==> src/rtl/tpg_cfg_sequencer.sv <==
// AXI4-Lite write-only master that programs the TPG: height, width,
// background pattern, then CTRL (ap_start | auto_restart). A stop request
// writes 0x00 to CTRL. One outstanding write at a time, no timeouts.
module tpg_cfg_sequencer #(
    parameter int unsigned       ADDR_W    = 12,
    parameter logic [ADDR_W-1:0] BASE_ADDR = '0,
    parameter int unsigned       START_DLY = 8,
    parameter int unsigned       GAP_DLY   = 8,
    parameter logic [7:0]        CTRL_RUN  = 8'h81
) (
    input  logic              aclk,
    input  logic              aresetn,
    input  logic              cfg_start,
    input  logic              cfg_stop,
    input  logic [15:0]       cfg_height,
    input  logic [15:0]       cfg_width,
    input  logic [7:0]        cfg_pattern,
    output logic              busy,
    output logic              done,
    output logic              error,
    output logic [ADDR_W-1:0] m_axi_awaddr,
    output logic              m_axi_awvalid,
    input  logic              m_axi_awready,
    output logic [31:0]       m_axi_wdata,
    output logic [3:0]        m_axi_wstrb,
    output logic              m_axi_wvalid,
    input  logic              m_axi_wready,
    input  logic [1:0]        m_axi_bresp,
    input  logic              m_axi_bvalid,
    output logic              m_axi_bready
);

    typedef enum logic [2:0] {
        S_IDLE, S_DLY, S_ISSUE, S_WAIT_B, S_GAP, S_FIN
    } state_t;

    localparam logic [ADDR_W-1:0] OFF_H     = ADDR_W'(8'h10);
    localparam logic [ADDR_W-1:0] OFF_W     = ADDR_W'(8'h18);
    localparam logic [ADDR_W-1:0] OFF_BG    = ADDR_W'(8'h20);
    localparam logic [ADDR_W-1:0] OFF_CTRL  = ADDR_W'(8'h00);
    localparam logic [15:0]       START_CNT = 16'(START_DLY);
    localparam logic [15:0]       GAP_CNT   = 16'(GAP_DLY);

    state_t            r_state;
    state_t            w_next;
    logic [15:0]       r_cnt;
    logic [1:0]        r_idx;
    logic              r_stop_mode;
    logic              r_stop_pend;
    logic [15:0]       r_h;
    logic [15:0]       r_w;
    logic [7:0]        r_p;
    logic              r_busy;
    logic              r_done;
    logic              r_error;
    logic              r_awvalid;
    logic              r_wvalid;
    logic              r_bready;
    logic [ADDR_W-1:0] r_awaddr;
    logic [31:0]       r_wdata;
    logic              r_issued;
    logic              r_aw_ok;
    logic              r_w_ok;

    logic              w_size_ok;
    logic              w_aw_fin;
    logic              w_w_fin;
    logic              w_b_fire;
    logic [ADDR_W-1:0] w_addr;
    logic [31:0]       w_data;

    assign w_size_ok = (cfg_height != 16'd0) && (cfg_width != 16'd0);
    // a channel counts as finished once it handshook earlier or is handshaking now
    assign w_aw_fin  = r_aw_ok | (r_awvalid & m_axi_awready);
    assign w_w_fin   = r_w_ok  | (r_wvalid  & m_axi_wready);
    assign w_b_fire  = r_bready & m_axi_bvalid;

    assign busy          = r_busy;
    assign done          = r_done;
    assign error         = r_error;
    assign m_axi_awaddr  = r_awaddr;
    assign m_axi_awvalid = r_awvalid;
    assign m_axi_wdata   = r_wdata;
    assign m_axi_wstrb   = 4'hF;
    assign m_axi_wvalid  = r_wvalid;
    assign m_axi_bready  = r_bready;

    // register address/data selected by the write index
    always_comb begin
        w_addr = BASE_ADDR + OFF_CTRL;
        w_data = '0;
        case (r_idx)
            2'd0:    begin w_addr = BASE_ADDR + OFF_H;  w_data = {16'h0, r_h}; end
            2'd1:    begin w_addr = BASE_ADDR + OFF_W;  w_data = {16'h0, r_w}; end
            2'd2:    begin w_addr = BASE_ADDR + OFF_BG; w_data = {24'h0, r_p}; end
            default: begin
                w_addr = BASE_ADDR + OFF_CTRL;
                w_data = r_stop_mode ? 32'h0 : {24'h0, CTRL_RUN};
            end
        endcase
    end

    // state register
    always_ff @(posedge aclk or negedge aresetn) begin
        if (!aresetn) r_state <= S_IDLE;
        else          r_state <= w_next;
    end

    // next-state decode
    always_comb begin
        w_next = r_state;
        case (r_state)
            S_IDLE: begin
                if (cfg_stop)                    w_next = S_ISSUE;
                else if (cfg_start && w_size_ok) w_next = S_DLY;
            end
            S_DLY:   if (r_cnt <= 16'd1) w_next = S_ISSUE;
            S_ISSUE: if (r_issued && w_aw_fin && w_w_fin) w_next = S_WAIT_B;
            S_WAIT_B: begin
                if (w_b_fire) begin
                    if (m_axi_bresp != 2'b00)            w_next = S_IDLE;
                    else if (r_stop_pend && !r_stop_mode) w_next = S_ISSUE;
                    else if (r_idx < 2'd2)               w_next = S_ISSUE;
                    else if (r_idx == 2'd2)              w_next = S_GAP;
                    else                                 w_next = S_FIN;
                end
            end
            S_GAP:   if (r_cnt <= 16'd1) w_next = S_ISSUE;
            S_FIN:   w_next = S_IDLE;
            default: w_next = S_IDLE;
        endcase
    end

    // datapath, AXI channel registers and status flags
    always_ff @(posedge aclk or negedge aresetn) begin
        if (!aresetn) begin
            r_cnt       <= '0;
            r_idx       <= '0;
            r_stop_mode <= 1'b0;
            r_stop_pend <= 1'b0;
            r_h         <= '0;
            r_w         <= '0;
            r_p         <= '0;
            r_busy      <= 1'b0;
            r_done      <= 1'b0;
            r_error     <= 1'b0;
            r_awvalid   <= 1'b0;
            r_wvalid    <= 1'b0;
            r_bready    <= 1'b0;
            r_awaddr    <= '0;
            r_wdata     <= '0;
            r_issued    <= 1'b0;
            r_aw_ok     <= 1'b0;
            r_w_ok      <= 1'b0;
        end else begin
            r_done <= 1'b0;
            // a stop arriving mid-sequence is honoured after the current B
            if (r_state != S_IDLE && cfg_stop) r_stop_pend <= 1'b1;
            case (r_state)
                S_IDLE: begin
                    if (cfg_stop) begin
                        r_error     <= 1'b0;
                        r_idx       <= 2'd3;
                        r_stop_mode <= 1'b1;
                        r_stop_pend <= 1'b0;
                        r_busy      <= 1'b1;
                    end else if (cfg_start) begin
                        if (!w_size_ok) begin
                            r_error <= 1'b1;
                        end else begin
                            r_h         <= cfg_height;
                            r_w         <= cfg_width;
                            r_p         <= cfg_pattern;
                            r_error     <= 1'b0;
                            r_idx       <= 2'd0;
                            r_stop_mode <= 1'b0;
                            r_stop_pend <= 1'b0;
                            r_busy      <= 1'b1;
                            r_cnt       <= START_CNT;
                        end
                    end
                end
                S_DLY, S_GAP: begin
                    r_cnt <= (r_cnt == 16'd0) ? 16'd0 : r_cnt - 16'd1;
                    if (r_state == S_GAP && r_cnt <= 16'd1) r_idx <= 2'd3;
                end
                S_ISSUE: begin
                    if (!r_issued) begin
                        // valids rise one cycle after entering ISSUE
                        r_issued  <= 1'b1;
                        r_awvalid <= 1'b1;
                        r_wvalid  <= 1'b1;
                        r_awaddr  <= w_addr;
                        r_wdata   <= w_data;
                    end else begin
                        if (r_awvalid && m_axi_awready) begin
                            r_awvalid <= 1'b0;
                            r_aw_ok   <= 1'b1;
                        end
                        if (r_wvalid && m_axi_wready) begin
                            r_wvalid <= 1'b0;
                            r_w_ok   <= 1'b1;
                        end
                        if (w_aw_fin && w_w_fin) begin
                            r_bready <= 1'b1;
                            r_issued <= 1'b0;
                            r_aw_ok  <= 1'b0;
                            r_w_ok   <= 1'b0;
                        end
                    end
                end
                S_WAIT_B: begin
                    if (w_b_fire) begin
                        r_bready <= 1'b0;
                        if (m_axi_bresp != 2'b00) begin
                            r_error     <= 1'b1;
                            r_busy      <= 1'b0;
                            r_stop_pend <= 1'b0;
                            r_stop_mode <= 1'b0;
                        end else if (r_stop_pend && !r_stop_mode) begin
                            r_stop_pend <= 1'b0;
                            r_stop_mode <= 1'b1;
                            r_idx       <= 2'd3;
                        end else if (r_idx < 2'd2) begin
                            r_idx <= r_idx + 2'd1;
                        end else if (r_idx == 2'd2) begin
                            r_cnt <= GAP_CNT;
                        end else begin
                            r_done <= 1'b1;
                        end
                    end
                end
                S_FIN: begin
                    r_busy      <= 1'b0;
                    r_stop_pend <= 1'b0;
                    r_stop_mode <= 1'b0;
                end
                default: ;
            endcase
        end
    end

endmodule

==> config.mk <==
export PLATFORM = sky130hd
export DESIGN_NAME = tpg_cfg_sequencer
export DESIGN_NICKNAME = d
export VERILOG_FILES = /design/src/rtl/tpg_cfg_sequencer.sv
export SDC_FILE = /design/constraint.sdc
export NUM_CORES = 1
export LEC_CHECK = 0
export BUFFER_PORTS_ARGS = -buffer_cell sky130_fd_sc_hd__buf_2
export CORE_UTILIZATION = 45
export DETAILED_ROUTE_END_ITERATION = 16
export GPL_TIMING_DRIVEN = 0
export PLACE_DENSITY = 0.64
export SETUP_SLACK_MARGIN = 0.02
export SYNTH_ARGS = -nofsm -noshare
export SYNTH_HDL_FRONTEND = slang
export SYNTH_SLANG_ARGS = --single-unit
==> constraint.sdc <==
create_clock -name aclk -period 3.5 [get_ports aclk]
set_input_delay 0.525 -clock aclk [delete_from_list [all_inputs] [get_ports aclk]]
set_output_delay 0.525 -clock aclk [all_outputs]
set_load 0.005 [all_outputs]
==> results.toml <==
[cts]
cts_root_buffer = "clkbuf_8"
cts_tree = "done"
cts_setup_buffers = 0
cts_sinks = 91
clock_tree.buffer_depth = 2
cts_buffers = 9
cts_max_level = 3
path_clk_slew_ns = 0.09
cts_hold_buffers = 0
clock_latency_ns = 0.38
ctsResizeCount = 0

[logic_synthesis]
ys_top_cells_by_count = "dfrtp_1, nand2_1, buf_4"
yosysSeqAreaShare_pct = 48.2
yosysTopAreaCellShare_pct = 48.2
synth-simple-area-share_pct = 13.5
synth.avg_cell_area_sq_um = 10.6
yosysTopAreaCell = "dfrtp_1"
synthArstFlopShare_pct = 100
synth_most_common_cell = "dfrtp_1"
synth-compound-area-share_pct = 16.8
muxShareOfSynthArea_pct = 10.9
synth_xor_area_share_pct = 0.556
synth_area_sq_um = 4730
synthDistinctLibCells = 58
synth_ff_type = "dfrtp_1"
yosys_warnings = 0
synthTopCellsByArea = "dfrtp_1, mux2_1, buf_4, mux2_2, nand2_1"
synth_edf_count = 0
synth_seq_cells = 91
synthAdderAreaFrac_pct = 2.12
synth_cells = 447
synth_top_family_by_area = "compound AO/OA/AOI/OAI gates"

[route]
final_antenna_net_count = 0
drt_iter0_drc = 183
viasPerCell = 5.36
drc = 0
vias = 3751
drt_first_pass_iters = 5
drt-wirelength-per-cell_um = 15.9
totalWireLength_um = 11100

[global_route]
grt_pass1_wl_um = 18300
grt_max_degree = 71
grt_pass1_vias = 3627
antenna_found_initial = 0
overflow = 0
grt.total_usage_pct = 21.4

[floorplanning]
dieHeight_um = 104
ios = 103
start_util_pct = 46.2
dieArea_sq_um = 10900
fp.dieW_um = 104
core_area_sq_um = 10200
row_count = 37

[sta]
worst_slack_ns = 0.965
layout_min_cycle_time_ns = 2.53
finalMaxSlewViolations = 0
rsz0062_at_grt = "false"
tns_ns = 0
setup_viol = 0
fin_skew_ns = 0.00956
relSlewSlack_pct = 59.6
worst_slew_pin_slew_ns = 0.604
hold_viol_final = 0
fin_crit_sh_pct = 72.4
fmax_ghz = 0.395

[critical_path]
rrSetupSlack_ns = 0.97
crit_arrival_ns = 2.78
cp-endpoint = "r_cnt[8]"
start_kind = "flop"
rr_endpoint = "r_cnt[8]"
end_kind = "flop"
worst-setup-path-type = "flop to flop"
path_max_fanout = 10
critPathLaunch = "r_idx[0]"
worst_ep_required_time_ns = 3.75
rr_worst_depth = 9
reg2reg_from = "r_idx[0]"

[finish]
stdcell_area_sq_um = 5580
final_net_count = 616
multi_input_area_sq_um = 2180
fillers = 932
layoutNonFillerInstCount = 700
area_growth_syn_to_layout_pct = 18.0
register_area_sq_um = 2280
fin_util_pct = 54.5
drive_gt1_share_pct = 28.4
antennaDiodeCount = 0

[place]
post_dp_cell_area_sq_um = 5390
dp_hpwl_um = 8130
io_buffer_count = 73
place.gp.congestion = 0.891
dp_cells = 684
preCtsSetupSlack_ns = 0.874

[power]
p_leak_nw = 2.60
powerDensity_nw_per_um2 = 739
vdd_drop_max_v = 0.000394

[worst_hold_path]
hp-class = "input pin to async pin"

[status]
run_status = "finished clean"

[run]
cap_violations = 0
## report_power, final
group | internal [mW] | switching (mW) | leakage, nW
Sequential | 1.48 | 0.325 | 1.14
Combinational | 0.735 | 0.898 | 1.38
Clock | 0.270 | 0.417 | 0.0819
Total | 2.48 | 1.64 | 2.60
## worst max-delay path, cell delays in order (launching register included)
cell      delay (ns)
dfrtp_1         0.45
inv_1           0.13
ha_1            0.15
buf_1           0.43
nand3b_1        0.13
nor4b_1         0.33
o21ai_1         0.17
o21ai_1         0.30
buf_4           0.24
a31oi_1         0.10
## per-stage QoR
step           total power, mW  hold slack (ns)
2_1_floorplan             2.94            0.229
3_3_place_gp              3.39            0.459
3_5_place_dp              3.45            0.446
5_1_grt                   4.43           0.0484
6_report                  4.12           0.0354
4_1_cts                   4.14           0.0421
## routing by layer
layer / GRT usage [%] / up-vias / wire, um
met4: 6.73 / 0 / 152
met2: 33.7 / 109 / 5130
li1: - / 1804 / -
met5: 0 / - / 0
met1: 30.1 / 1824 / 5350
met3: 3.63 / 14 / 480
## registers in the layout, indices dropped and copies added (netlist names)
signal and flops:
busy 1, done 1, error 1, m_axi_awaddr 3, m_axi_awvalid 1, m_axi_bready 1, m_axi_wdata 16, m_axi_wvalid 1
r_aw_ok 1, r_cnt 16, r_h 16, r_idx 2, r_issued 1, r_p 8, r_state 3, r_stop_mode 1
r_stop_pend 1, r_w 16, r_w_ok 1
## layout by cell type, fill, tap and decap left out, types with 5 or more instances in the layout
cell,Yosys,layout
mux2_1,26,26
nand2b_1,7,7
clkbuf_8,0,9
nor2b_1,5,5
nor2_1,19,19
clkbuf_1,7,7
inv_1,9,9
o211ai_1,5,5
a22oi_1,10,10
buf_2,8,80
nor3_1,8,8
mux2_2,18,18
a31oi_1,15,15
a222oi_1,6,6
nor4_1,8,8
ha_1,8,8
nand3_1,7,7
a21oi_1,26,26
nand2_1,42,42
conb_1,2,29
dfrtp_1,91,91
o21ai_0,9,9
o31ai_1,17,17
buf_4,32,33
## logic make-up after synthesis
family | count (synthesis)
xor gates and xnor gates | 3
muxes | 46
other | 2
AOI/OAI and AO/OA | 116
buffers and inverters | 62
adders and majority gates | 8
and+or+nand+nor | 119
DFF | 91
## area by class of cell
type | instances | area share, %
flip-flops and latches | 91 | 40.8
multi-input cells | 321 | 39.1
repair buffers | 74 | 7.09
plain buffers | 53 | 6.06
well taps | 136 | 3.05
clock buffers | 9 | 2.22
clock inverters | 7 | 1.10
inverters | 9 | 0.606
## worst min path at each step
stage,from,endpoint,slack [ns],depth (start not counted)
after floorplan,aresetn,busy,0.23,0
after global routing,aresetn,m_axi_awaddr[5],0.05,1
after CTS,aresetn,m_axi_wdata[3],0.04,1
after global placement,m_axi_wdata[4],m_axi_wdata[4],0.46,2
after detailed placement,aresetn,r_p[2],0.45,1
final,aresetn,r_p[2],0.04,1
Power figures use the tool's default switching activity.
